### src/rtl/pipo_pkg.sv
// Shared definitions for the pipo arbiter slice: FSM state encoding,
// default data width and a constant-foldable ceil(log2) helper.
package pipo_pkg;

    localparam logic [1:0] IDLE  = 2'd0;
    localparam logic [1:0] GRANT = 2'd1;
    localparam logic [1:0] HOLD  = 2'd2;

    localparam int PIPO_W_DEFAULT = 4;

    // Never returns less than 1 so single-entry ranges still get a real bit.
    function automatic int clog2(input int value);
        int res;
        res = 1;
        for (int i = 1; i < 31; i++) begin
            if ((32'sd1 << i) < value) begin
                res = i + 1;
            end
        end
        return res;
    endfunction

endpackage

### src/rtl/pipo_arbiter_if.sv
// Requester/consumer bus of the pipo arbiter; slave is the arbiter side.
interface pipo_arbiter_if
    import pipo_pkg::*;
#(
    parameter int N = 4,
    parameter int W = PIPO_W_DEFAULT
) ();

    logic [N-1:0]          req;
    logic [N*W-1:0]        wdata;
    logic                  rd_ack;
    logic [N-1:0]          gnt;
    logic [W-1:0]          q;
    logic                  q_valid;
    logic [clog2(N)-1:0]   q_owner;
    logic                  timeout_err;

    modport slave (
        input  req, wdata, rd_ack,
        output gnt, q, q_valid, q_owner, timeout_err
    );

    modport master (
        output req, wdata, rd_ack,
        input  gnt, q, q_valid, q_owner, timeout_err
    );

endinterface

### src/rtl/rr_pick.sv
// Combinational round-robin picker: first set request at or above ptr, wrapping.
module rr_pick
    import pipo_pkg::*;
#(
    parameter int N = 4,
    localparam int IW = clog2(N)
) (
    input  logic [N-1:0]  req,
    input  logic [IW-1:0] ptr,
    output logic          any,
    output logic [IW-1:0] idx
);

    // Scan from the farthest offset down so the nearest hit is written last.
    always_comb begin
        int   pos_s;
        logic hit_s;
        any   = 1'b0;
        idx   = {IW{1'b0}};
        pos_s = 0;
        hit_s = 1'b0;
        for (int i = N - 1; i >= 0; i--) begin
            pos_s = (int'(ptr) + i) % N;
            hit_s = req[IW'(pos_s)];
            any   = any | hit_s;
            idx   = hit_s ? IW'(pos_s) : idx;
        end
    end

endmodule

### src/rtl/pipo_arbiter.sv
// Round-robin arbiter sequencing loads of N requesters into one shared
// W-bit holding register, with consumer acknowledge and hold timeout.
module pipo_arbiter
    import pipo_pkg::*;
#(
    parameter int N        = 4,
    parameter int W        = PIPO_W_DEFAULT,
    parameter int HOLD_MAX = 15
) (
    input  logic          clk,
    input  logic          reset,
    pipo_arbiter_if.slave bus
);

    localparam int IW = clog2(N);
    localparam int CW = clog2(HOLD_MAX + 1);
    localparam logic [IW-1:0] LAST_IDX  = IW'(N - 1);
    localparam logic [N-1:0]  ONEHOT_LO = {{(N-1){1'b0}}, 1'b1};

    logic [1:0]    state_r;
    logic [IW-1:0] ptr_r;
    logic [IW-1:0] owner_r;
    logic [CW-1:0] cnt_r;
    logic [N-1:0]  gnt_r;
    logic [W-1:0]  q_r;
    logic          q_valid_r;
    logic          timeout_r;

    logic [IW-1:0] next_ptr_s;
    logic [IW-1:0] pick_ptr_s;
    logic [IW-1:0] pick_idx_s;
    logic          pick_any_s;
    logic [W-1:0]  sel_word_s;

    // Pointer after the current owner; in HOLD it steers the back-to-back pick.
    always_comb begin
        next_ptr_s = (owner_r == LAST_IDX) ? {IW{1'b0}} : owner_r + IW'(1);
        if (state_r == HOLD) begin
            pick_ptr_s = next_ptr_s;
        end else begin
            pick_ptr_s = ptr_r;
        end
    end

    // Word of the owning requester, presented to the holding register.
    always_comb begin
        sel_word_s = {W{1'b0}};
        for (int i = 0; i < N; i++) begin
            sel_word_s = (owner_r == IW'(i)) ? bus.wdata[i*W +: W] : sel_word_s;
        end
    end

    rr_pick #(.N(N)) u_pick (
        .req (bus.req),
        .ptr (pick_ptr_s),
        .any (pick_any_s),
        .idx (pick_idx_s)
    );

    // Arbitration FSM and the inline holding register.
    always_ff @(posedge clk or negedge reset) begin
        if (!reset) begin
            state_r   <= IDLE;
            ptr_r     <= {IW{1'b0}};
            owner_r   <= {IW{1'b0}};
            cnt_r     <= {CW{1'b0}};
            gnt_r     <= {N{1'b0}};
            q_r       <= {W{1'b0}};
            q_valid_r <= 1'b0;
            timeout_r <= 1'b0;
        end else begin
            timeout_r <= 1'b0;
            case (state_r)
                IDLE: begin
                    if (pick_any_s) begin
                        gnt_r   <= ONEHOT_LO << pick_idx_s;
                        owner_r <= pick_idx_s;
                        state_r <= GRANT;
                    end
                end
                GRANT: begin
                    q_r       <= sel_word_s;
                    q_valid_r <= 1'b1;
                    gnt_r     <= {N{1'b0}};
                    cnt_r     <= {CW{1'b0}};
                    state_r   <= HOLD;
                end
                HOLD: begin
                    if (bus.rd_ack) begin
                        q_valid_r <= 1'b0;
                        ptr_r     <= next_ptr_s;
                        if (pick_any_s) begin
                            gnt_r   <= ONEHOT_LO << pick_idx_s;
                            owner_r <= pick_idx_s;
                            state_r <= GRANT;
                        end else begin
                            state_r <= IDLE;
                        end
                    end else if (cnt_r == CW'(HOLD_MAX - 1)) begin
                        // Forced release: q keeps its word, only validity drops.
                        q_valid_r <= 1'b0;
                        timeout_r <= 1'b1;
                        ptr_r     <= next_ptr_s;
                        state_r   <= IDLE;
                    end else begin
                        cnt_r <= cnt_r + CW'(1);
                    end
                end
                default: begin
                    gnt_r     <= {N{1'b0}};
                    q_valid_r <= 1'b0;
                    state_r   <= IDLE;
                end
            endcase
        end
    end

    assign bus.gnt         = gnt_r;
    assign bus.q           = q_r;
    assign bus.q_valid     = q_valid_r;
    assign bus.q_owner     = owner_r;
    assign bus.timeout_err = timeout_r;

endmodule
### src/flat_wrapper.sv
// flat-port wrapper written by rule: the top's interface ports become plain ports
module pipo_arbiter_flat import pipo_pkg::*;
#(
    parameter int N        = 4,
    parameter int W        = PIPO_W_DEFAULT,
    parameter int HOLD_MAX = 15
)
  (clk, reset, bus_req, bus_wdata, bus_rd_ack, bus_gnt, bus_q, bus_q_valid, bus_q_owner, bus_timeout_err);
  pipo_arbiter_if #(.N(N), .W(W)) bus_i ();
  input  logic clk;
  input  logic reset;
  input wire logic [$bits(bus_i.req)-1:0] bus_req;
  input wire logic [$bits(bus_i.wdata)-1:0] bus_wdata;
  input wire logic [$bits(bus_i.rd_ack)-1:0] bus_rd_ack;
  output wire logic [$bits(bus_i.gnt)-1:0] bus_gnt;
  output wire logic [$bits(bus_i.q)-1:0] bus_q;
  output wire logic [$bits(bus_i.q_valid)-1:0] bus_q_valid;
  output wire logic [$bits(bus_i.q_owner)-1:0] bus_q_owner;
  output wire logic [$bits(bus_i.timeout_err)-1:0] bus_timeout_err;
  assign bus_i.req = bus_req;
  assign bus_i.wdata = bus_wdata;
  assign bus_i.rd_ack = bus_rd_ack;
  assign bus_gnt = bus_i.gnt;
  assign bus_q = bus_i.q;
  assign bus_q_valid = bus_i.q_valid;
  assign bus_q_owner = bus_i.q_owner;
  assign bus_timeout_err = bus_i.timeout_err;
  pipo_arbiter #(.N(N), .W(W), .HOLD_MAX(HOLD_MAX)) u_core (.clk(clk), .reset(reset), .bus(bus_i));
endmodule
### config.mk
export PLATFORM = sky130hd
export DESIGN_NAME = pipo_arbiter_flat
export DESIGN_NICKNAME = d
export VERILOG_FILES = /design/src/rtl/pipo_pkg.sv /design/src/rtl/pipo_arbiter_if.sv /design/src/rtl/rr_pick.sv /design/src/rtl/pipo_arbiter.sv /design/src/flat_wrapper.sv
export SDC_FILE = /design/constraint.sdc
export NUM_CORES = 1
export LEC_CHECK = 0
export ABC_CLOCK_PERIOD_IN_PS = 1900
export BUFFER_PORTS_ARGS = -buffer_cell sky130_fd_sc_hd__clkbuf_2
export CAP_MARGIN = 5
export CORE_MARGIN = 3
export CORE_UTILIZATION = 47
export CTS_BUF_LIST = sky130_fd_sc_hd__clkbuf_2 sky130_fd_sc_hd__clkbuf_4 sky130_fd_sc_hd__clkbuf_8
export DETAILED_ROUTE_END_ITERATION = 6
export PLACE_DENSITY = 0.76
export SLEW_MARGIN = 20
export SYNTH_ARGS = -nofsm -noshare
export SYNTH_HDL_FRONTEND = slang
export SYNTH_SLANG_ARGS = --single-unit
### constraint.sdc
create_clock -name clk -period 1.9 [get_ports clk]
set_input_delay 0.19 -clock clk [delete_from_list [all_inputs] [get_ports clk]]
set_output_delay 0.19 -clock clk [all_outputs]
set_load 0.1 [all_outputs]
; Yosys cells after proc, flatten, opt, wreduce, memory -nomap -nowiden
; Index checks and enable logic that the tools add are counted.
[totals]
ff_bits = 20
latch_bits = 0
mem_bits_rw = 0
mem_bits_ro = 0
inputBits = 23
output_inout_bits = 12
mem_count = 0
[op_classes]
n_addsub = 5
n_mul = 0
div = 0
n_lt_le_gt_ge = 4
n_eq_ne = 11
shift = 1
n_mux = 44
bitwise = 4
reduce_logical = 10
[ops]
columns = cell, n
row1 = 2-to-1 mux 4 bit, 8
row2 = 2-to-1 mux 2 bit, 13
row3 = "less-than comparator 2 x 4 -> 1 bit, second input constant", 4
row4 = case mux 4 bit (2 select lines), 2
row5 = 2-to-1 mux 1 bit, 14
row6 = binary-select mux 1 bit (select 2 bit), 4
row7 = AND reduction 2 bit, 4
row8 = "== test 2 bit, second input constant", 3
row9 = "!= test 2 bit, second input constant", 3
row10 = case mux 2 bit (3 select lines), 1
row11 = nonzero test 2 bit, 3
row12 = "adder 2 x 1 -> 2 bit, second input constant", 2
row13 = "adder 2 bit, second input constant", 2
row14 = "adder 4 x 1 -> 4 bit, second input constant", 1
row15 = "== test 2 x 1 -> 1 bit, second input constant", 2
row16 = "== test 4 bit, second input constant", 1
row17 = logical NOT 2 bit, 2
row18 = case mux 2 bit (2 select lines), 1
row19 = "<< shifter 1 x 2 -> 4 bit, first input constant", 1
row20 = "!= test 3 bit, second input constant", 1
row21 = OR 1 bit, 3
row22 = case mux 1 bit (3 select lines), 1
row23 = AND reduction 3 bit, 1
row24 = "!= test 2 x 1 -> 1 bit, second input constant", 1
row25 = NOT 1 bit, 1

; Longest topological paths before layout
; Gate-level depths: netlist of the first run.
[logic_depth]
word_depth = 15
depth_mapped = 8

; Cells and area by module
; From an unflattened synthesis of the first run, not the netlist that was laid out.
[unflattened]
cells_unflattened = 125
hier_area_um2 = 1198.6
[by_module_without_submodules]
columns = module, n_inst, cells_each, area_each_um2, seq_area_each_um2
row1 = pipo_arbiter, 1, 112, 1121.1, 500.5
row2 = rr_pick, 1, 13, 77.6, 0.0

; Worst setup path before layout of the first run
; Ideal clock, no wire load.
[synth_timing]
path_type = reg-to-reg
from = reg u_core.owner_r[0], in the netlist u_core.bus.q_owner[0]
to = reg u_core.gnt_r[0], in the netlist u_core.bus.gnt[0]
arrival_time_ps = 2536
path_slack_ps = -740
stages_incl_launch_ff = 8
path_buffers = 1
period_less_slack_ps = 2640
path_cell_list = dfrtp_1 -> ha_1 -> buf_1 -> nor2_1 -> mux2i_1 -> or4b_1 -> and3_4 -> o41ai_2
[synth_via]
elab_chain_len = 15
elab_cells_between_ends = 30
classes_between = add/sub: 4 / eq/ne: 1 / shift: 1 / mux: 21 / bitwise: 3
[synth_lines]
columns = item, line_no
row1 = start: declaration, pipo_arbiter.sv:22  ; logic [IW-1:0] owner_r;
row2 = start signal: assignment, pipo_arbiter.sv:65  ; owner_r <= {IW{1'b0}};
row3 = start signal: assignment, pipo_arbiter.sv:77  ; owner_r <= pick_idx_s;
row4 = start signal: assignment, pipo_arbiter.sv:94  ; owner_r <= pick_idx_s;
row5 = adder 2 x 1 -> 2 bit / == test 2 bit (equally long branches), pipo_arbiter.sv:37  ; next_ptr_s = (owner_r == LAST_IDX) ? {IW{1'b0}} : owner_r + IW'(1);
row6 = 2-to-1 mux 2 bit (*), pipo_arbiter.sv:37
row7 = 2-to-1 mux 2 bit (*), pipo_arbiter.sv:38  ; if (state_r == HOLD) begin
row8 = adder 2 bit, rr_pick.sv:23  ; pos_s = (int'(ptr) + i) % N;
row9 = binary-select mux 1 bit (select 2 bit), rr_pick.sv:24  ; hit_s = req[IW'(pos_s)];
row10 = 2-to-1 mux 1 bit (implied by the code) (2 in a row), rr_pick.sv:24
row11 = 2-to-1 mux 2 bit (4 in a row), rr_pick.sv:26  ; idx = hit_s ? IW'(pos_s) : idx;
row12 = << shifter 1 x 2 -> 4 bit, "pipo_arbiter.sv:76, pipo_arbiter.sv:93"
row13 = 2-to-1 mux 4 bit (*), "pipo_arbiter.sv:75, pipo_arbiter.sv:92"
row14 = 2-to-1 mux 4 bit, pipo_arbiter.sv:89  ; if (bus.rd_ack) begin
row15 = case mux 4 bit (2 select lines) (*), pipo_arbiter.sv:73  ; case (state_r)
row16 = end signal: assignment, pipo_arbiter.sv:76  ; gnt_r <= ONEHOT_LO << pick_idx_s;
row17 = end signal: assignment, pipo_arbiter.sv:84  ; gnt_r <= {N{1'b0}};
row18 = end signal: assignment, pipo_arbiter.sv:93  ; gnt_r <= ONEHOT_LO << pick_idx_s;
row19 = end: declaration, pipo_arbiter.sv:24  ; logic [N-1:0] gnt_r;
; Every way passes the cells marked *; elsewhere a longest branch is shown, timed or not. The select of a mux whose other input is x is not followed.
; A chain may end at the register's enable or synchronous reset.

; Final worst setup path of the first run
[layout_timing]
from = reg u_core.owner_r[0], in the netlist u_core.bus.q_owner[0]
to = reg u_core.gnt_r[1], in the netlist u_core.bus.gnt[1]
; Same word-level chain as after synthesis.

==> results of run 1 <==
[cell type report]
class | instances | area [um2] | share of cell area
timing repair buffer | 47 | 270 | 0.176
tap | 28 | 35.0 | 0.0228
multi-input combinational | 97 | 673 | 0.438
inverter | 4 | 15.0 | 0.00976
sequential | 20 | 508 | 0.330
clock buffer | 4 | 36.3 | 0.0236
[logic make-up after synthesis]
family / after synthesis / share of synthesized area
AO/OA/AOI/OAI: 32 / 0.162
XOR/XNOR: 2 / 0.0148
adder cells (fa/ha/maj): 6 / 0.0635
buffers and inverters: 9 / 0.0444
flip-flops: 20 / 0.423
multiplexers: 6 / 0.0645
AND/OR/NAND/NOR: 51 / 0.228
[metal layers]
| layer | track usage | up-vias | part of all wire |
|---|---|---|---|
| met2 | 0.306 | 31 | 0.52 |
| met3 | 0.0557 | 4 | 0.052 |
| met4 | 0.0441 | 0 | 0.010 |
| met5 | 0 | - | 0 |
| met1 | 0.218 | 512 | 0.42 |
| li1 | - | 534 | - |
[layout by cell type (no fill, tap or decap), types with 4 or more instances in the layout]
cell type | netlist | routed
nor2_1 | 11 | 10
buf_4 | 0 | 12
ha_1 | 6 | 4
a21oi_1 | 17 | 15
nand3_1 | 4 | 4
nand2_1 | 16 | 16
nand3b_1 | 7 | 7
clkbuf_2 | 0 | 34
o21ai_0 | 7 | 7
dfrtp_1 | 20 | 18
[stage by stage]
stage                     setup TNS [ns]   util
after floorplan                   -0.959      -
after global placement           -0.0188  0.635
after detailed placement          -0.113  0.635
after CTS                        -0.0741  0.661
after global routing              -0.635  0.669
final                             -0.149  0.669
[worst min-delay path by stage]
stage / from / end / slack [ns] / cells past startpoint
after floorplan: reset / u_core.bus.gnt[0] / -0.11 / 0
after global placement: reset / u_core.bus.q[0] / 0.18 / 1
after detailed placement: reset / u_core.bus.q[0] / 0.18 / 1
after CTS: bus_rd_ack / u_core.bus.timeout_err / 0.07 / 2
after global routing: bus_rd_ack / u_core.bus.timeout_err / 0.09 / 2
final: bus_rd_ack / u_core.bus.timeout_err / 0.08 / 2
[worst register-to-register path: cells and delay by family (launching register included)]
family / cells / cell delay (ns)
flops: 1 / 0.52
fa+ha+maj: 1 / 0.18
mux: 1 / 0.09
compound gates: 1 / 0.13
simple gates: 4 / 0.98
[synth_stat cells]
library cell  instances
a21o_1                1
a21oi_1              17
a221oi_2              1
a22oi_1               1
a31oi_1               1
and3_1                1
and3_4                1
buf_1                 1
buf_6                 1
buf_8                 1
clkbuf_1              2
dfrtp_1              20
ha_1                  6
inv_1                 4
mux2_2                3
mux2i_1               2
mux2i_4               1
nand2_1              16
nand2b_1              1
nand2b_4              1
nand3_1               4
nand3b_1              7
nand4_1               1
nor2_1               11
nor2b_1               3
nor3_1                2
nor4_1                1
o21ai_0               7
o21ai_1               2
o2bb2ai_1             1
o41ai_2               1
or3_1                 1
or4b_1                1
xor2_1                2
[sequential cells by signal, summed over array words and instances, names as in the netlist]
signal and cells:
u_core.bus.gnt 4, u_core.bus.q 4, u_core.bus.q_owner 2, u_core.bus.q_valid 1
u_core.bus.timeout_err 1, u_core.cnt_r 4, u_core.ptr_r 2, u_core.state_r 2
[power breakdown]
| group | switching, W | total [W] | internal [W] |
|---|---|---|---|
| logic | 0.00137 | 0.00204 | 0.000674 |
| registers | 0.000136 | 0.000739 | 0.000603 |
| clock network | 0.000137 | 0.000254 | 0.000117 |
[what timing repair did]
| item | 4_1_cts | 5_1_grt |
|---|---|---|
| setup endpoints to repair | 4 | 5 |
| cloned | 0 | 0 |
| resized for setup | 0 | 3 |
| hold buffers | 1 | 0 |
| buffers inserted | 2 | 1 |
| pin swaps | 5 | 1 |
| hold endpoints to repair | 20 | 0 |
==> flow_summary_export.csv, run 1 <==
group,metric,value,unit
clocking,clock_sinks,20,
clocking,cts_tree,"done",
clocking,cts_buffers,3,
final_layout,nFillCells,185,
floorplanning,die_h,56.2,um
final_layout,drive_gt1_frac,0.395,
critical_path,crit_type,"reg -> reg",
floorplanning,die_w,56.2,um
synth,ys_ff_latch,20,
detailed_routing,drt_first_pass_iters,4,
synth,ys_seq_area_frac,0.423,
job,maxCapViolCount,0,
critical_path,reg2reg_from,"u_core.bus.q_owner[0]",
run_status,violations,"setup timing",
detailed_routing,wl,2.67,mm
sta,tightest_slew,0.553,ns
critical_path,reg2regPathDepth,7,
critical_path,cp.depth,7,
critical_path,rrSetupSlack,-0.06,ns
grt,grt_overflow_total,0,
synth,ys_types,34,
sta,fin_ws,-0.0570,ns
critical_path,rr_endpoint,"u_core.bus.gnt[1]",
power_and_ir_drop,vdd_drop_max,1.31,mV
final_layout,instances_no_fill,200,
grt,grt_pass1_wl,4.55,mm
sta,setup_viol,4,
final_layout,final_area,1540,um2
critical_path,end_kind,"register",
critical_path,path_delay_family,"simple AND/OR/NAND/NOR gates",
detailed_routing,drtAntennaViolNets,0,
synth,yosysWarnings,0,
synth,yosys-top-cells-area,"dfrtp_1 42%, a21oi_1 7.2%, ha_1 6.3%",
sta,final_hold_viol_count,0,
synth,syn_area,1180,um2
placed_design,portBuffers,34,
power_and_ir_drop,power.total,0.00303,W
clocking,clockBufferDepth,2,
sta,period_share,1.03,
sta,hold_slack,0.0751,ns
critical_path,cp.arrival,2.20,ns
synth,synth.top_cell.area_share,0.423,
sta,drv_slew,0,
critical_path,cp_max_fo,5,
critical_path,start_kind,"register",
floorplanning,num_rows,17,
critical_path,cpMaxStageDelayCell,"dfrtp_4",
sta,max_freq,0.511,GHz
sta,skew,0.00533,ns
hold_path,hold_class,"in -> reg",
synth,synth_top_area_cell,"dfrtp_1",
critical_path,crit_chain,"ha_4, nor2_4, mux2i_2, or4b_1, and3_4, nand3b_1, a21oi_2",
synth,syn_nets,155,
placed_design,dp.cells,192,
floorplanning,dieArea,3150,um2
final_layout,area_delta_synth_final,30.1,%
critical_path,cpPeakStageDelay,0.52,ns
critical_path,critical_path_buf_inv_count,0,
final_layout,finalNetCount,202,
detailed_routing,vias_per_cell,5.41,
detailed_routing,vias,1081,
sta,rsz0062_at_grt,"true",
grt,grt_antenna_before_repair,0,
synth,postSynthCellCount,126,
placed_design,routabilityCongestion,0.783,
floorplanning,ios,35,
final_layout,n_antenna_cell,0,
placed_design,post-dp-hpwl,2.06,mm
synth,avgSynthCellArea,9.38,um2
grt,track_usage,0.179,
clocking,clk_pin_slew,0.12,ns
sta,relSlewSlack,0.633,
detailed_routing,drt_iter0_drc,36,
detailed_routing,wl_per_cell,13.4,um
floorplanning,core,2300,um2
clocking,htreeDepth,1,
power_and_ir_drop,p_leak,0.743,nW
run_status,status,"finished with violations",
placed_design,place_area,1460,um2
critical_path,crit_start,"u_core.bus.q_owner[0]",
grt,grt_pass1_vias,1065,
placed_design,post-place-ws,-0.0804,ns
clocking,cts-root-buf,"clkbuf_4",
clocking,clk-insertion-delay-late,0.31,ns
grt,grt_max_degree,21,
critical_path,required,2.14,ns
floorplanning,initial_core_util,0.515,
detailed_routing,drc_errors,0,
critical_path,crit_end,"u_core.bus.gnt[1]",
power_and_ir_drop,powerDensity,1970,nW/um2
sta,finalCriticalPeriod,1.96,ns
No activity file was read; power rests on OpenSTA's default activity.
==> run 2, diff against run 1 <==
- CORE_ASPECT_RATIO: default -> 0.75
==> run 2 against run 1 <==
Against the previous run: the run still ends with setup timing left; highest routed layer unchanged; core utilization decreased by 1.4 points; global-route usage increased by 0.24 points; die area increased by 0.20%; largest power group unchanged; largest cell class unchanged; sequential cell count unchanged; cell area unchanged; setup slack got worse by 0.022 ns.
==> flow_summary_export.csv, run 2 (synthesis gave the netlist of run 1 again) <==
group,metric,value,unit
sta,rsz0062_at_grt,"true",
clocking,clock_sinks,20,
sta,skew,0.00483,ns
sta,final_hold_viol_count,0,
floorplanning,num_rows,15,
floorplanning,dieArea,3160,um2
floorplanning,initial_core_util,0.504,
detailed_routing,drt_first_pass_iters,4,
clocking,clockBufferDepth,2,
clocking,cts_buffers,3,
sta,relSlewSlack,0.636,
critical_path,cp.depth,7,
critical_path,cpMaxStageDelayCell,"dfrtp_4",
detailed_routing,wl,2.65,mm
clocking,cts_tree,"done",
sta,period_share,1.04,
power_and_ir_drop,p_leak,0.741,nW
placed_design,routabilityCongestion,0.832,
sta,finalSetupTns,-0.132,ns
critical_path,reg2reg_from,"u_core.bus.q_owner[0]",
critical_path,required,2.14,ns
hold_path,hold_path_depth,2,
grt,grt_antenna_before_repair,0,
critical_path,crit_type,"reg -> reg",
run_status,status,"finished with violations",
final_layout,final_common_cell,"clkbuf_2",
critical_path,crit_start,"u_core.bus.q_owner[0]",
final_layout,final_cell_mix,"34 x clkbuf_2, 18 x dfrtp_1, 17 x a21oi_1",
final_layout,finalNetCount,201,
power_and_ir_drop,powerDensity,1970,nW/um2
final_layout,drive_gt1_frac,0.392,
sta,max_freq,0.505,GHz
floorplanning,core,2350,um2
clocking,htreeDepth,1,
grt,grt_overflow_total,0,
placed_design,portBuffers,34,
grt,grt_pass1_wl,4.50,mm
hold_path,hold_class,"in -> reg",
critical_path,crit_chain,"ha_4, nor2_4, mux2i_2, or4b_4, and3_4, nand3b_1, a21oi_1",
detailed_routing,drtAntennaViolNets,0,
critical_path,critical_path_buf_inv_count,0,
detailed_routing,drt_iter0_drc,54,
sta,tightest_slew,0.548,ns
run_status,violations,"setup timing",
final_layout,area_delta_synth_final,30.1,%
final_layout,instances_no_fill,205,
power_and_ir_drop,vdd_drop_max,0.922,mV
placed_design,post-dp-hpwl,2.04,mm
sta,fin_ws,-0.0789,ns
grt,grt_pass1_vias,1015,
critical_path,path_delay_family,"simple AND/OR/NAND/NOR gates",
detailed_routing,drc_errors,0,
clocking,clk-insertion-delay-late,0.30,ns
floorplanning,die_h,49.4,um
sta,hold_slack,0.0927,ns
critical_path,start_kind,"register",
floorplanning,die_w,63.9,um
critical_path,cp_max_fo,5,
grt,track_usage,0.181,
job,maxCapViolCount,0,
sta,drv_slew,0,
hold_path,hold_start,"bus_rd_ack",
detailed_routing,vias,1054,
final_layout,n_antenna_cell,0,
sta,setup_viol,5,
power_and_ir_drop,power.total,0.00303,W
clocking,cts-root-buf,"clkbuf_4",
detailed_routing,wl_per_cell,12.9,um
clocking,clk_pin_slew,0.12,ns
final_layout,nFillCells,204,
critical_path,reg2regPathDepth,7,
critical_path,cpPeakStageDelay,0.52,ns
floorplanning,ios,35,
grt,grt_max_degree,21,
critical_path,cp.arrival,2.22,ns
placed_design,dp.cells,198,
detailed_routing,vias_per_cell,5.14,
critical_path,end_kind,"register",
sta,finalCriticalPeriod,1.98,ns
## run 2: changes by cell type in the layout (fill, tap and decap cells not counted)
| cell | before | now |
|---|---|---|
| a21oi_2 | 2 | 0 |
| a21oi_1 | 15 | 17 |
| o21ai_1 | 2 | 1 |
| buf_4 | 12 | 11 |
| o21ai_2 | 0 | 1 |
| or4b_1 | 1 | 0 |
| or4b_4 | 0 | 1 |
## run 2: power by group
part / internal [W] / switching, W
logic: 0.000673 / 0.00137
clock network: 0.000117 / 0.000135
registers: 0.000602 / 0.000130
total: 0.00139 / 0.00164
## run 2: metrics by stage
stage,cell area (um2),setup slack (ns),utilization
after floorplan,1230,-0.285,-
after global placement,1470,-0.0184,0.625
after detailed placement,1470,-0.0530,0.625
after CTS,1520,-0.0496,0.647
after global routing,1540,-0.134,0.655
final,1540,-0.0789,0.655
## run 2: layout make-up
type	instances	area, um2	area share
multi-input combinational	97	673	0.438
sequential	20	508	0.330
timing repair buffer	46	263	0.171
tap	34	42.5	0.0277
clock buffer	4	36.3	0.0236
inverter	4	15.0	0.00976
## run 2: per-layer routing
metal  wire (um)  part of all wire  GRT usage
met5           0                 0          0
met4          23            0.0087     0.0538
met3         128             0.048     0.0438
met2        1280              0.48      0.302
met1        1220              0.46      0.233
## run 2: path summary, 6_finish.rpt
path | endpoint | slack [ns]
hold / removal | u_core.bus.timeout_err | 0.09
hold reg to reg | u_core.bus.q[3] | 0.49
min in group asynchronous | u_core.cnt_r[0] | 0.37
setup reg to reg | u_core.bus.gnt[1] | -0.08
max in group asynchronous | u_core.bus.q_owner[0] | 1.14
setup / recovery | u_core.bus.gnt[1] | -0.08
## run 2: what timing repair did
action,in CTS,in global routing
resized for setup,0,3
hold endpoints to repair,20,0
setup buffers,1,1
pin swaps,6,2
hold buffers,1,0
setup endpoints to repair,4,6
==> run 3, diff against run 2 <==
- SETUP_SLACK_MARGIN: default -> 0.2
==> run 3 against run 2 <==
Against the previous run: critical path depth unchanged; worst hold slack improved by 0.0054 ns; core utilization is 2.5 points higher; the run still ends with setup timing left; via count grew 2.0%; sequential share of layout area fell by 1.2 points; largest cell class unchanged; cell area is 3.8% higher; clock skew up 0.0066 ns.
==> flow_summary_export.csv, run 3 (synthesis gave the netlist of run 1 again) <==
group,metric,value,unit
critical_path,rr_endpoint,"u_core.bus.gnt[1]",
final_layout,final_common_cell,"clkbuf_2",
sta,skew,0.0115,ns
power_and_ir_drop,comb_power_share,0.659,
detailed_routing,vias_per_cell,5.19,
clocking,cts-root-buf,"clkbuf_4",
floorplanning,die_h,49.4,um
sta,hold_slack,0.0981,ns
detailed_routing,drc_errors,0,
critical_path,rrSetupSlack,-0.08,ns
sta,drv_slew,0,
placed_design,portBuffers,34,
floorplanning,dieArea,3160,um2
clocking,cts_buffers,3,
final_layout,n_antenna_cell,0,
grt,grt_overflow_total,0,
critical_path,cp_max_fo,5,
power_and_ir_drop,powerDensity,2010,nW/um2
final_layout,drive_gt1_frac,0.422,
grt,grt_antenna_before_repair,0,
hold_path,hold_start,"bus_rd_ack",
grt,grt_pass1_wl,4.47,mm
power_and_ir_drop,p_leak,0.756,nW
clocking,cts_tree,"done",
hold_path,hold_path_depth,2,
detailed_routing,vias,1075,
placed_design,place_area,1470,um2
critical_path,reg2regPathDepth,7,
grt,grt_max_degree,21,
final_layout,final_area,1600,um2
detailed_routing,drtAntennaViolNets,0,
clocking,clock_sinks,20,
critical_path,end_kind,"register",
sta,period_share,1.04,
sta,setup_viol,3,
floorplanning,die_w,63.9,um
critical_path,cp.arrival,2.22,ns
critical_path,crit_type,"reg -> reg",
run_status,status,"finished with violations",
power_and_ir_drop,p_sw_frac,0.524,
detailed_routing,drt_iter0_drc,23,
power_and_ir_drop,p_sw,0.00168,W
power_and_ir_drop,power.internal,0.00153,W
placed_design,post-place-ws,-0.0589,ns
final_layout,final_core_util,0.681,
final_layout,final_cell_mix,"34 x clkbuf_2, 18 x dfrtp_1, 16 x a21oi_1",
placed_design,post-dp-hpwl,1.98,mm
power_and_ir_drop,power.total,0.00321,W
clocking,htreeDepth,1,
sta,rsz0062_at_grt,"true",
sta,fin_ws,-0.0784,ns
power_and_ir_drop,seqPwrFrac,0.231,
sta,finalCriticalPeriod,1.98,ns
sta,tightest_slew,0.545,ns
sta,relSlewSlack,0.638,
sta,max_freq,0.505,GHz
floorplanning,core,2350,um2
hold_path,hold_class,"in -> reg",
critical_path,cpMaxStageDelayCell,"dfrtp_4",
clocking,clk_pin_slew,0.12,ns
hold_path,min_to,"u_core.bus.timeout_err",
detailed_routing,wl_per_cell,13.0,um
run_status,violations,"setup timing",
placed_design,routabilityCongestion,0.835,
final_layout,area_delta_synth_final,35.0,%
critical_path,cpPeakStageDelay,0.53,ns
power_and_ir_drop,vdd_drop_max,0.944,mV
detailed_routing,wl,2.68,mm
clocking,clockBufferDepth,2,
critical_path,reg2reg_from,"u_core.bus.q_owner[0]",
grt,grt_pass1_vias,1040,
critical_path,crit_chain,"ha_4, nor2_4, mux2i_2, or4b_1, and3_4, nand3b_1, a21oi_1",
floorplanning,initial_core_util,0.504,
floorplanning,ios,35,
sta,final_hold_viol_count,0,
floorplanning,num_rows,15,
critical_path,required,2.14,ns
clocking,clk-insertion-delay-late,0.31,ns
final_layout,finalNetCount,203,
critical_path,start_kind,"register",
job,maxCapViolCount,0,
power_and_ir_drop,clock_power_share,0.110,
critical_path,critical_path_buf_inv_count,0,
grt,track_usage,0.178,
critical_path,path_delay_family,"simple AND/OR/NAND/NOR gates",
detailed_routing,drt_first_pass_iters,4,
[run 3: area by class of cell]
type,count,area (um2)
clock inverter,1,30.0
tap,34,42.5
sequential,20,508
fill,191,749
multi-input combinational,97,698
inverter,4,17.5
clock buffer,3,22.5
timing repair buffer,48,278
[run 3: how the worst max path moves through the flow]
stage / startpoint / endpoint / slack (ns) / cells past startpoint
2_1_floorplan: u_core.bus.q_owner[0] / u_core.bus.gnt[0] / -0.29 / 7
3_3_place_gp: u_core.bus.q_owner[0] / u_core.bus.gnt[0] / -0.02 / 6
3_5_place_dp: u_core.bus.q_owner[0] / u_core.bus.gnt[0] / -0.06 / 6
4_1_cts: u_core.bus.q_owner[0] / u_core.bus.gnt[0] / -0.05 / 7
5_1_grt: u_core.bus.q_owner[0] / u_core.bus.gnt[0] / -0.16 / 7
6_report: u_core.bus.q_owner[0] / u_core.bus.gnt[1] / -0.08 / 7
[run 3: metrics by stage]
stage                     setup TNS, ns  cells
final                            -0.191    207
after global routing             -0.574    207
after CTS                        -0.140    204
after detailed placement        -0.0674    198
after global placement          -0.0187    198
after floorplan                  -0.959    126
[run 3: power by group through the flow]
stage                     Combinational, W  Sequential, W  Clock (W)
after detailed placement           0.00196       0.000742          0
after floorplan                   0.000869        0.00144          0
final                              0.00211       0.000740   0.000352
after global routing               0.00225       0.000764   0.000377
after CTS                          0.00201       0.000734   0.000358
after global placement             0.00191       0.000735          0
[run 3: routing by layer]
metal	up-vias	wire length, um	track usage
met2	22	1360	0.319
met4	0	30	0.0538
li1	535	-	-
met5	-	0	0
met3	4	120	0.0553
met1	514	1170	0.201
[run 3: timing repair]
item	in CTS	in global routing
endpoints found under the setup margin	7	10
gates resized for setup	3	7
pin swaps	4	4
hold buffers	1	0
hold endpoints to repair	20	0
setup buffers	1	3
